==> config.mk <==
export PLATFORM = sky130hd
export DESIGN_NAME = fcounter_mc
export DESIGN_NICKNAME = d
export VERILOG_FILES = /design/src/rtl/fcounter_mc.sv
export SDC_FILE = /design/constraint.sdc
export NUM_CORES = 1
export LEC_CHECK = 0
export ABC_AREA = 0
export CAP_MARGIN = 25
export CORE_AREA = 2 2 139 141
export DETAILED_ROUTE_END_ITERATION = 6
export DIE_AREA = 0 0 141 143
export PLACE_DENSITY = 0.71
export SLEW_MARGIN = 5
export SYNTH_ARGS = -nofsm -noshare
export SYNTH_HDL_FRONTEND = slang
export SYNTH_SLANG_ARGS = --single-unit
==> constraint.sdc <==
create_clock -name clk -period 1.9 [get_ports clk]
set_input_delay 0.38 -clock clk [delete_from_list [all_inputs] [get_ports clk]]
set_output_delay 0.38 -clock clk [all_outputs]
set_load 0.05 [all_outputs]
==> src/rtl/fcounter_mc.sv <==
// fcounter_mc: multi-channel frequency counter over a programmable
// gate window, single-shot or continuous, with per-channel saturation.
module fcounter_mc #(
  parameter int N    = 16,
  parameter int CH   = 4,
  parameter int GW   = 16,
  parameter int SYNC = 2
) (
  input  logic            clk,
  input  logic            rstb,
  input  logic [CH-1:0]   ms_in,
  input  logic            fcounter_ce,
  input  logic            fcounter_som,
  input  logic            fcounter_mode,
  input  logic [GW-1:0]   fcounter_gate,
  output logic            fcounter_eom,
  output logic            fcounter_rdy,
  output logic            fcounter_valid,
  output logic [CH*N-1:0] fcounter_adata,
  output logic [CH-1:0]   fcounter_ovf
);

  typedef enum logic {IDLE, MEAS} state_t;

  localparam logic [GW:0] GONE = {{GW{1'b0}}, 1'b1};

  state_t                   state;
  logic [CH-1:0][SYNC-1:0]  sync_q;
  logic [CH-1:0]            edge_q;
  logic [CH-1:0]            det;
  logic [GW:0]              gate_cnt;
  logic [GW:0]              gate_ld;
  logic                     last;
  logic [CH-1:0][N-1:0]     cnt;
  logic [CH-1:0][N-1:0]     cnt_nx;
  logic [CH-1:0]            sat;
  logic [CH-1:0]            sat_nx;

  always_ff @(posedge clk or negedge rstb) begin
    if (!rstb) begin
      sync_q <= '0;
      edge_q <= '0;
    end else begin
      for (int k = 0; k < CH; k++) begin
        sync_q[k] <= {sync_q[k][SYNC-2:0], ms_in[k]};
        edge_q[k] <= sync_q[k][SYNC-1];
      end
    end
  end

  always_comb begin
    det = '0;
    for (int k = 0; k < CH; k++)
      det[k] = sync_q[k][SYNC-1] & ~edge_q[k];
  end

  // Zero gate length still yields a one-cycle window
  always_comb begin
    gate_ld = {1'b0, fcounter_gate};
    if (fcounter_gate == '0)
      gate_ld = GONE;
  end

  assign last = (gate_cnt == GONE);

  always_comb begin
    cnt_nx = cnt;
    sat_nx = sat;
    for (int k = 0; k < CH; k++) begin
      if (det[k]) begin
        if (cnt[k] == '1)
          sat_nx[k] = 1'b1;
        else
          cnt_nx[k] = cnt[k] + N'(1);
      end
    end
  end

  always_ff @(posedge clk or negedge rstb) begin
    if (!rstb) begin
      state          <= IDLE;
      gate_cnt       <= '0;
      cnt            <= '0;
      sat            <= '0;
      fcounter_eom   <= 1'b1;
      fcounter_rdy   <= 1'b0;
      fcounter_valid <= 1'b0;
      fcounter_adata <= '0;
      fcounter_ovf   <= '0;
    end else begin
      fcounter_valid <= 1'b0;
      fcounter_rdy   <= (state == IDLE) & fcounter_ce;
      unique case (state)
        IDLE: begin
          if (fcounter_ce && fcounter_som) begin
            state        <= MEAS;
            gate_cnt     <= gate_ld;
            cnt          <= '0;
            sat          <= '0;
            fcounter_eom <= 1'b0;
          end
        end
        MEAS: begin
          if (!fcounter_ce) begin
            state        <= IDLE;
            gate_cnt     <= '0;
            fcounter_eom <= 1'b1;
          end else if (last) begin
            fcounter_adata <= cnt_nx;
            fcounter_ovf   <= sat_nx;
            fcounter_valid <= 1'b1;
            // Continuous: the next window opens on this edge, no gap
            if (fcounter_mode) begin
              gate_cnt <= gate_ld;
              cnt      <= '0;
              sat      <= '0;
            end else begin
              state        <= IDLE;
              gate_cnt     <= '0;
              fcounter_eom <= 1'b1;
            end
          end else begin
            gate_cnt <= gate_cnt - GONE;
            cnt      <= cnt_nx;
            sat      <= sat_nx;
          end
        end
        default: state <= IDLE;
      endcase
    end
  end

endmodule

-- Yosys cells after proc, flatten, opt, wreduce, memory -nomap -nowiden
Cells that the tools add are included.
- flip-flop bits (word level): 169
- bitwise gates (word level): 10
- add/subtract/negate cells: 5
- multiplexer cells: 45
- equal/unequal tests: 10
- reductions and logical operators: 5
- operators by type and width (kind ; count):
    $mux W64 ; 4
    $mux W16 ; 10
    $pmux W64 S2 ; 1
    $add A16 B1 Y16 const B ; 4
    $eq A16 B16 Y1 const B ; 4
    $mux W17 ; 3
    $pmux W17 S2 ; 1
    $mux W1 ; 19
    $eq A17 B1 Y1 const B ; 1
    $sub A17 B1 Y17 const B ; 1
    $logic_not A16 Y1 ; 1
    $mux W4 ; 4
    $reduce_and A3 Y1 ; 3
    $pmux W4 S2 ; 1
    $ne A3 B3 Y1 const B ; 2
    $and A1 B1 Y1 ; 5
    $not A1 Y1 ; 5
    $pmux W1 S2 ; 2
    $ne A3 B2 Y1 const B ; 1
    $ne A2 B1 Y1 const B ; 1
    $ne A2 B2 Y1 const B ; 1
    $logic_and A1 B1 Y1 ; 1

-- Logic depth before layout (Yosys ltp)
Gate-level depths: netlist of the first run.
- depth in word-level cells: 6
- depth in mapped cells: 10
- gate-level depth less buffers: 8

-- Worst setup path before layout of the first run
Ideal clock, no wire load.
- path kind: register to register
- from: register gate_cnt[6]
- to: register gate_cnt[4]
- setup time: 0.126 ns
- stages on the path, launching flop included: 7
- slack: -0.122 ns
- arrival: 1.896 ns
- buffers on the path: 1
- cells stage by stage: dfrtp_1 -> nor4_4 -> nand2_2 -> o21ai_2 -> clkbuf_1 -> o21ai_0 -> a221o_1
- longest elaborated chain between the ends: 4
- RTL lines (element ; line ; text):
    start, declared ; 31 ; logic [GW:0] gate_cnt;
    start signal, assigned ; 97 ; gate_cnt <= gate_ld;
    start signal, assigned ; 114 ; gate_cnt <= gate_ld;
    start signal, assigned ; 123 ; gate_cnt <= gate_cnt - GONE;
    $eq A17 B1 Y1 ; 64 ; assign last = (gate_cnt == GONE);
    $mux W17 ; 108 ; end else if (last) begin
    $mux W17 ; 104 ; if (!fcounter_ce) begin
    $pmux W17 S2 ; 93 ; unique case (state)
Every way passes these cells.
A chain may end at the register's enable or synchronous reset.

-- Worst setup path after layout of the first run
- from: register gate_cnt[4]
- to: register cnt[11] (netlist name)
- longest elaborated chain between the ends: 4
- elaborated cells between the ends (all ways): 6
- those cells by class: eq/ne: 2; mux: 3; reduce/logical: 1
- RTL lines (element ; line ; text):
    $eq A17 B1 Y1 * ; 64 ;
    $mux W64 ; 108 ;
    $mux W64 ; 104 ;
    $pmux W64 S2 ; 93 ;
    end signal, assigned ; 124 ; cnt <= cnt_nx;
    end, declared ; 34 ; logic [CH-1:0][N-1:0] cnt;
Mark *: on every way between the ends. The rest lies on a longest branch, timed or not. The select of a mux whose other input is x is not followed.

==> results of run 1 <==
[worst max path at each step]
| stage | to | slack, ns | depth (start not counted) |
|---|---|---|---|
| 6_report | cnt[11]$_DFFE_PN0P_ | -0.35 | 9 |
| 5_1_grt | cnt[11]$_DFFE_PN0P_ | -0.39 | 9 |
| 4_1_cts | gate_cnt[4]$_DFFE_PN0P_ | -0.09 | 8 |
| 3_5_place_dp | gate_cnt[12]$_DFFE_PN0P_ | -0.34 | 7 |
| 3_3_place_gp | gate_cnt[12]$_DFFE_PN0P_ | -0.20 | 7 |
| 2_1_floorplan | gate_cnt[8]$_DFFE_PN0P_ | -0.09 | 7 |
[timing repair]
item | 4_1_cts | 5_1_grt
hold buffers | 1 | 0
endpoints found under the hold margin | 37 | 0
pin swaps | 18 | 93
endpoints found under the setup margin | 162 | 154
buffers inserted | 17 | 14
gates resized for setup | 89 | 361
cloned | 3 | 25
[power breakdown]
group	leakage, nW	total, mW	internal [mW]	switching [mW]
Combinational	3.45	1.85	0.879	0.973
Sequential	2.30	3.84	3.72	0.116
Clock	0.302	3.70	2.25	1.45
[placed cells by master (no fill, tap or decap), types with 19 or more instances in the layout]
master,synthesis,final
a21oi_1,77,33
a21oi_2,1,25
a21oi_4,0,20
buf_12,0,23
buf_4,0,189
buf_6,0,27
clkbuf_16,0,38
clkdlybuf4s50_1,0,23
dfrtp_1,168,167
inv_1,26,25
nand2_1,104,44
nand2_2,1,26
nand2_4,0,34
nand3_1,38,35
nand4_1,19,19
nor2_1,50,41
o21ai_1,11,35
o21ai_2,1,48
xnor2_1,43,43
[cell type report]
| class | instances | area [µm²] | share of cell area |
|---|---|---|---|
| multi-input combinational | 701 | 5790 | 0.405 |
| inverter | 27 | 109 | 0.00762 |
| clock inverter | 5 | 108 | 0.00753 |
| timing repair buffer | 308 | 3250 | 0.227 |
| clock buffer | 27 | 513 | 0.0359 |
| sequential | 169 | 4230 | 0.296 |
| tap | 234 | 293 | 0.0205 |
[registers in the layout, indices dropped and copies added (netlist names)]
register	count
edge_q	4
fcounter_rdy	1
sat	4
fcounter_valid	1
sync_q	8
gate_cnt	17
cnt	64
fcounter_eom	1
fcounter_ovf	4
state	1
fcounter_adata	64
[through the flow]
step	utilization	hold WS, ns	power (mW)	instances
after floorplan	-	0.0844	4.51	950
after global placement	0.596	0.332	5.18	1380
after detailed placement	0.596	0.327	5.19	1380
after CTS	0.656	0.350	8.96	1433
after global routing	0.769	0.362	9.68	1471
final	0.769	0.349	9.39	1471
[per-layer routing]
metal / vias up / part of all wire / global-route usage
met5: - / 0 / 0
met4: 0 / 0.053 / 0.0816
met3: 153 / 0.070 / 0.0456
met2: 551 / 0.49 / 0.417
met1: 4567 / 0.38 / 0.327
li1: 4039 / - / -
[kinds of logic (layout without fill, tap and decap cells)]
| family | after synthesis | count (layout) | synth area share |
|---|---|---|---|
| XOR/XNOR | 52 | 52 | 0.0518 |
| flip-flops | 169 | 169 | 0.481 |
| buffers and inverters | 80 | 367 | 0.0367 |
| AND/OR/NAND/NOR | 343 | 343 | 0.204 |
| adder cells (fa/ha/maj) | 6 | 6 | 0.00853 |
| multiplexers | 16 | 16 | 0.0189 |
| AO/OA/AOI/OAI | 284 | 284 | 0.199 |
==> metrics.txt, run 1 <==
Worst Setup Start Kind flop; final worst path period share 1.18; vias in the first global route 8,010; Slew @ Worst Pin 0.611 ns; Post-synth top cells dfrtp_1, nand2_1, o21ai_0; CTS tree done; Post-Route WL 33.3 mm; synth warn 0; worst reg2reg path depth 9; clk sink count 169; core area 18,600 µm²; Layout Nets 1,255; Post-synth ARST share 1.00; worst min path class flop to flop; maximum VDD drop 0.703 mV; R2R Path Start gate_cnt[4]$_DFFE_PN0P_; synthesized area 8800 µm²; clock buffer count from CTS 17; Finished Cell Area 14,300 µm²; gpl congestion 0.976; crit path launch gate_cnt[4]$_DFFE_PN0P_; outcome finished with violations; synthesized flop and latch total 169; area share of the largest cell type after synthesis 0.478; Via density ~6.3; largest net degree at the start of global routing 50; die height 143 µm; syn_nets 981; gr ovfl total 0; CP max stage cell dfrtp_1; synthesized area per cell 9.26 µm²; Worst Path Buf+Inv 4; Worst-path clk slew 0.07 ns; CP max FO 8; worst slack, placed -0.336 ns; Die ar. just over 20,000 µm²; Hold Crit Endpoint sync_q[5]$_DFF_PN0_; layout cells sized above 1 0.445; failing checks setup timing; H-tree Lvls 4; CP delay by family, top buffers and inverters; r2r endpoint cnt[11]$_DFFE_PN0P_; row cnt 50; ys flop type dfrtp_1; GRT Util Overall 0.248; Port Buffers 95; First DRT Iteration DRCs 970; clock skew 0.00999 ns; Final Hold Vio Count 0; relative slew slack 0.589; Clock Latency Late Sink 0.44 ns; RSZ-0062 raised after global routing true; Area growth syn-to-layout 62.5%; max_cap viols 0; static leakage 6.05 nW; Fillers ~1k; post-route ant nets 0; achievable frequency 444 MHz; CP Capture Type flop; Max Slew Vio Count 0; I/O pins 96; Synth area leader dfrtp_1; distinct cell type count after synthesis 72; WP data required between 2 and 2.5 ns; critical path's largest stage delay 0.43 ns; minimum clock period after layout 2.25 ns; share of the yosys chip area belonging to registers 0.481; Initial Utilization 0.473; min-delay src sync_q[4]$_DFF_PN0_; critical-path cell list nor4_4 -> buf_4 -> nand2_4 -> o31ai_4 -> buf_6 -> buf_12 -> buf_12 -> a21oi_2 -> o21ai_1; diode count 0; number of remaining DRC errors 0; total number of vias 9,310; drt pass-1 iters 7; first-pass GRT wire length about 40 mm; worst endpoint data arrival time 2.58 ns; Post-DP HPWL 16.9 mm; root buf cell clkbuf_16; Setup WS post-layout -0.350 ns; CP Class flop to flop; number of synthesized flops with an enable pin 0; Synth area leaders dfrtp_1, o21ai_0, nand2_1; R2R setup slack -0.35 ns; Mapped Cells 950; initial antenna violation count 0; total negative slack -19.41 ns; hold path depth 0; Pwr Density about 660 nW/µm²; Post-Place Cell Area approximately 11,000 µm²; WL per Instance 22.6 µm; most common cell in the netlist dfrtp_1; Setup violations, final 148; clock buffer depth 2; Die Wd 141 µm; Top cell by count, worst path buf_12
No activity file was read; power rests on OpenSTA's default activity.
==> run 2: changes to the inputs <==
GPL_TIMING_DRIVEN = 0   (was unset)
==> metrics.txt, run 2 (synthesis gave the netlist of run 1 again) <==
worst endpoint data arrival time 2.45 ns; Slew @ Worst Pin 0.635 ns; CP max FO 5; critical path's largest stage delay 0.39 ns; worst slack, placed -1.06 ns; clk sink count approximately 170; Port Buffers 94; minimum clock period after layout between 2 and 2.5 ns; clock buffer count from CTS 17; WL per Instance between 20 and 25 µm; first-pass GRT wire length ~43 mm; Pwr Density 675 nW/µm²; I/O pins 96; placed insts 1,279; Worst-path clk slew 0.07 ns; CP delay by family, top simple AND/OR/NAND/NOR gates; CP max stage cell dfrtp_1; root buf cell clkbuf_16; number of remaining DRC errors 0; commonest non-fill, non-tap cells in the layout dfrtp_1, a21oi_1, nand2_1; CP Capture Type flop; row cnt 50; Post-DP HPWL 17.2 mm; Final Hold Vio Count 0; vias in the first global route 8,025; gr ovfl total 0; largest net degree at the start of global routing 93; Die ar. around 20,000 µm²; Non-Filler Instances 1,378; clock skew 0.0100 ns; WP data required 2.23 ns; CP Class flop to flop; initial antenna violation count 0; RSZ-0062 raised after global routing true; total number of vias slightly below 9k; post-route ant nets 0; relative slew slack 0.577; max_cap viols 0; static leakage 6.09 nW; worst min path class flop to flop; H-tree Lvls 4; Max Slew Vio Count 0; die height around 140 µm; achievable frequency 472 MHz; Initial Utilization 0.473; Via density 6.37; failing checks setup timing; final worst path period share 1.12; Worst Setup Start Kind flop; total negative slack -18.31 ns; Hold WS between 0.3 and 0.4 ns; clock buffer depth 2; Area growth syn-to-layout 48.3%; First DRT Iteration DRCs 846; gpl congestion 0.937; CTS tree done; largest registers cnt (64), fcounter_adata (64), gate_cnt (17); diode count 0; core area around 19,000 µm²; Clock Latency Late Sink about 0.44 ns; critical-path cell list inv_2 -> ha_4 -> nor4b_4 -> nand3_4 -> o21ai_4 -> buf_12 -> clkbuf_16 -> buf_12 -> o21ai_4 -> a32o_1; Setup violations, final 150; Post-Route WL 30.5 mm; drt pass-1 iters 5; Layout Nets 1,162; maximum VDD drop 0.737 mV; outcome finished with violations; Worst Path Buf+Inv 4; GRT Util Overall 0.273; Setup WS post-layout -0.220 ns; layout cells sized above 1 0.292; Die Wd 141 µm; commonest non-fill, non-tap cell in the layout dfrtp_1
-- run 2: cell count changes in the layout (fill, tap and decap cells not counted), sizes merged --
cell           before  now
clkbuf             48   51
bufinv              3    1
bufbuf              0    2
inv                27   28
clkinv              2    4
dlygate4sd2        16   39
dlymetal6s2s        0   31
clkdlybuf4s50      23   22
buf               247   90
clkdlybuf4s15       0    1
clkinvlp            0    4
-- run 2: repair_timing --
item,4_1_cts,5_1_grt
gates resized for setup,190,303
endpoints found under the setup margin,225,187
endpoints found under the hold margin,76,0
hold buffers,1,0
pin swaps,18,73
buffers inserted,31,26
gates cloned,10,10
-- run 2: area by class of cell --
cell class                      count  area, µm²
Fill cell                        1277       5540
Multi-Input combinational cell    701       5170
Sequential cell                   169       4240
Timing Repair Buffer              170       2010
Buffer                             45        632
Clock buffer                       22        484
Tap cell                          234        293
Inverter                           27        114
Clock inverter                     10       92.6
-- run 2: report_power, final --
group	total (mW)	internal [mW]	switching [mW]
Clock	3.46	1.94	1.52
Sequential	3.91	3.73	0.184
Combinational	1.44	0.668	0.768
-- run 2: routing by layer --
metal	GRT usage	share of wire
met4	0.107	0.042
met5	0	0
met1	0.359	0.40
met3	0.0412	0.075
met2	0.460	0.48
-- run 2: worst paths after layout --
path	cells past startpoint	to	startpoint	slack [ns]
max	10	cnt[49]$_DFFE_PN0P_	gate_cnt[1]$_DFFE_PN0P_	-0.22
max in group asynchronous	3	cnt[32]$_DFFE_PN0P_	rstb	0.48
min reg2reg	0	sync_q[5]$_DFF_PN0_	sync_q[4]$_DFF_PN0_	0.35
min	0	sync_q[5]$_DFF_PN0_	sync_q[4]$_DFF_PN0_	0.35
min in group asynchronous	2	sync_q[1]$_DFF_PN0_	rstb	0.52
max reg2reg	10	cnt[49]$_DFFE_PN0P_	gate_cnt[1]$_DFFE_PN0P_	-0.22
-- run 2: per-stage QoR --
step | utilization | instance area, µm² | power [mW]
after floorplan | - | 8900 | 4.51
after global placement | 0.545 | 10100 | 4.87
after detailed placement | 0.547 | 10200 | 4.89
after CTS | 0.636 | 11800 | 8.59
after global routing | 0.702 | 13000 | 9.06
final | 0.702 | 13000 | 8.81
-- run 2: worst reg2reg max path, stage by stage (launching register included) --
cell and delay, ns:
dfrtp_1 0.39, inv_2 0.08, ha_4 0.12, nor4b_4 0.32, nand3_4 0.20, o21ai_4 0.21, buf_12 0.14, clkbuf_16 0.15
buf_12 0.12, o21ai_4 0.07, a32o_1 0.22
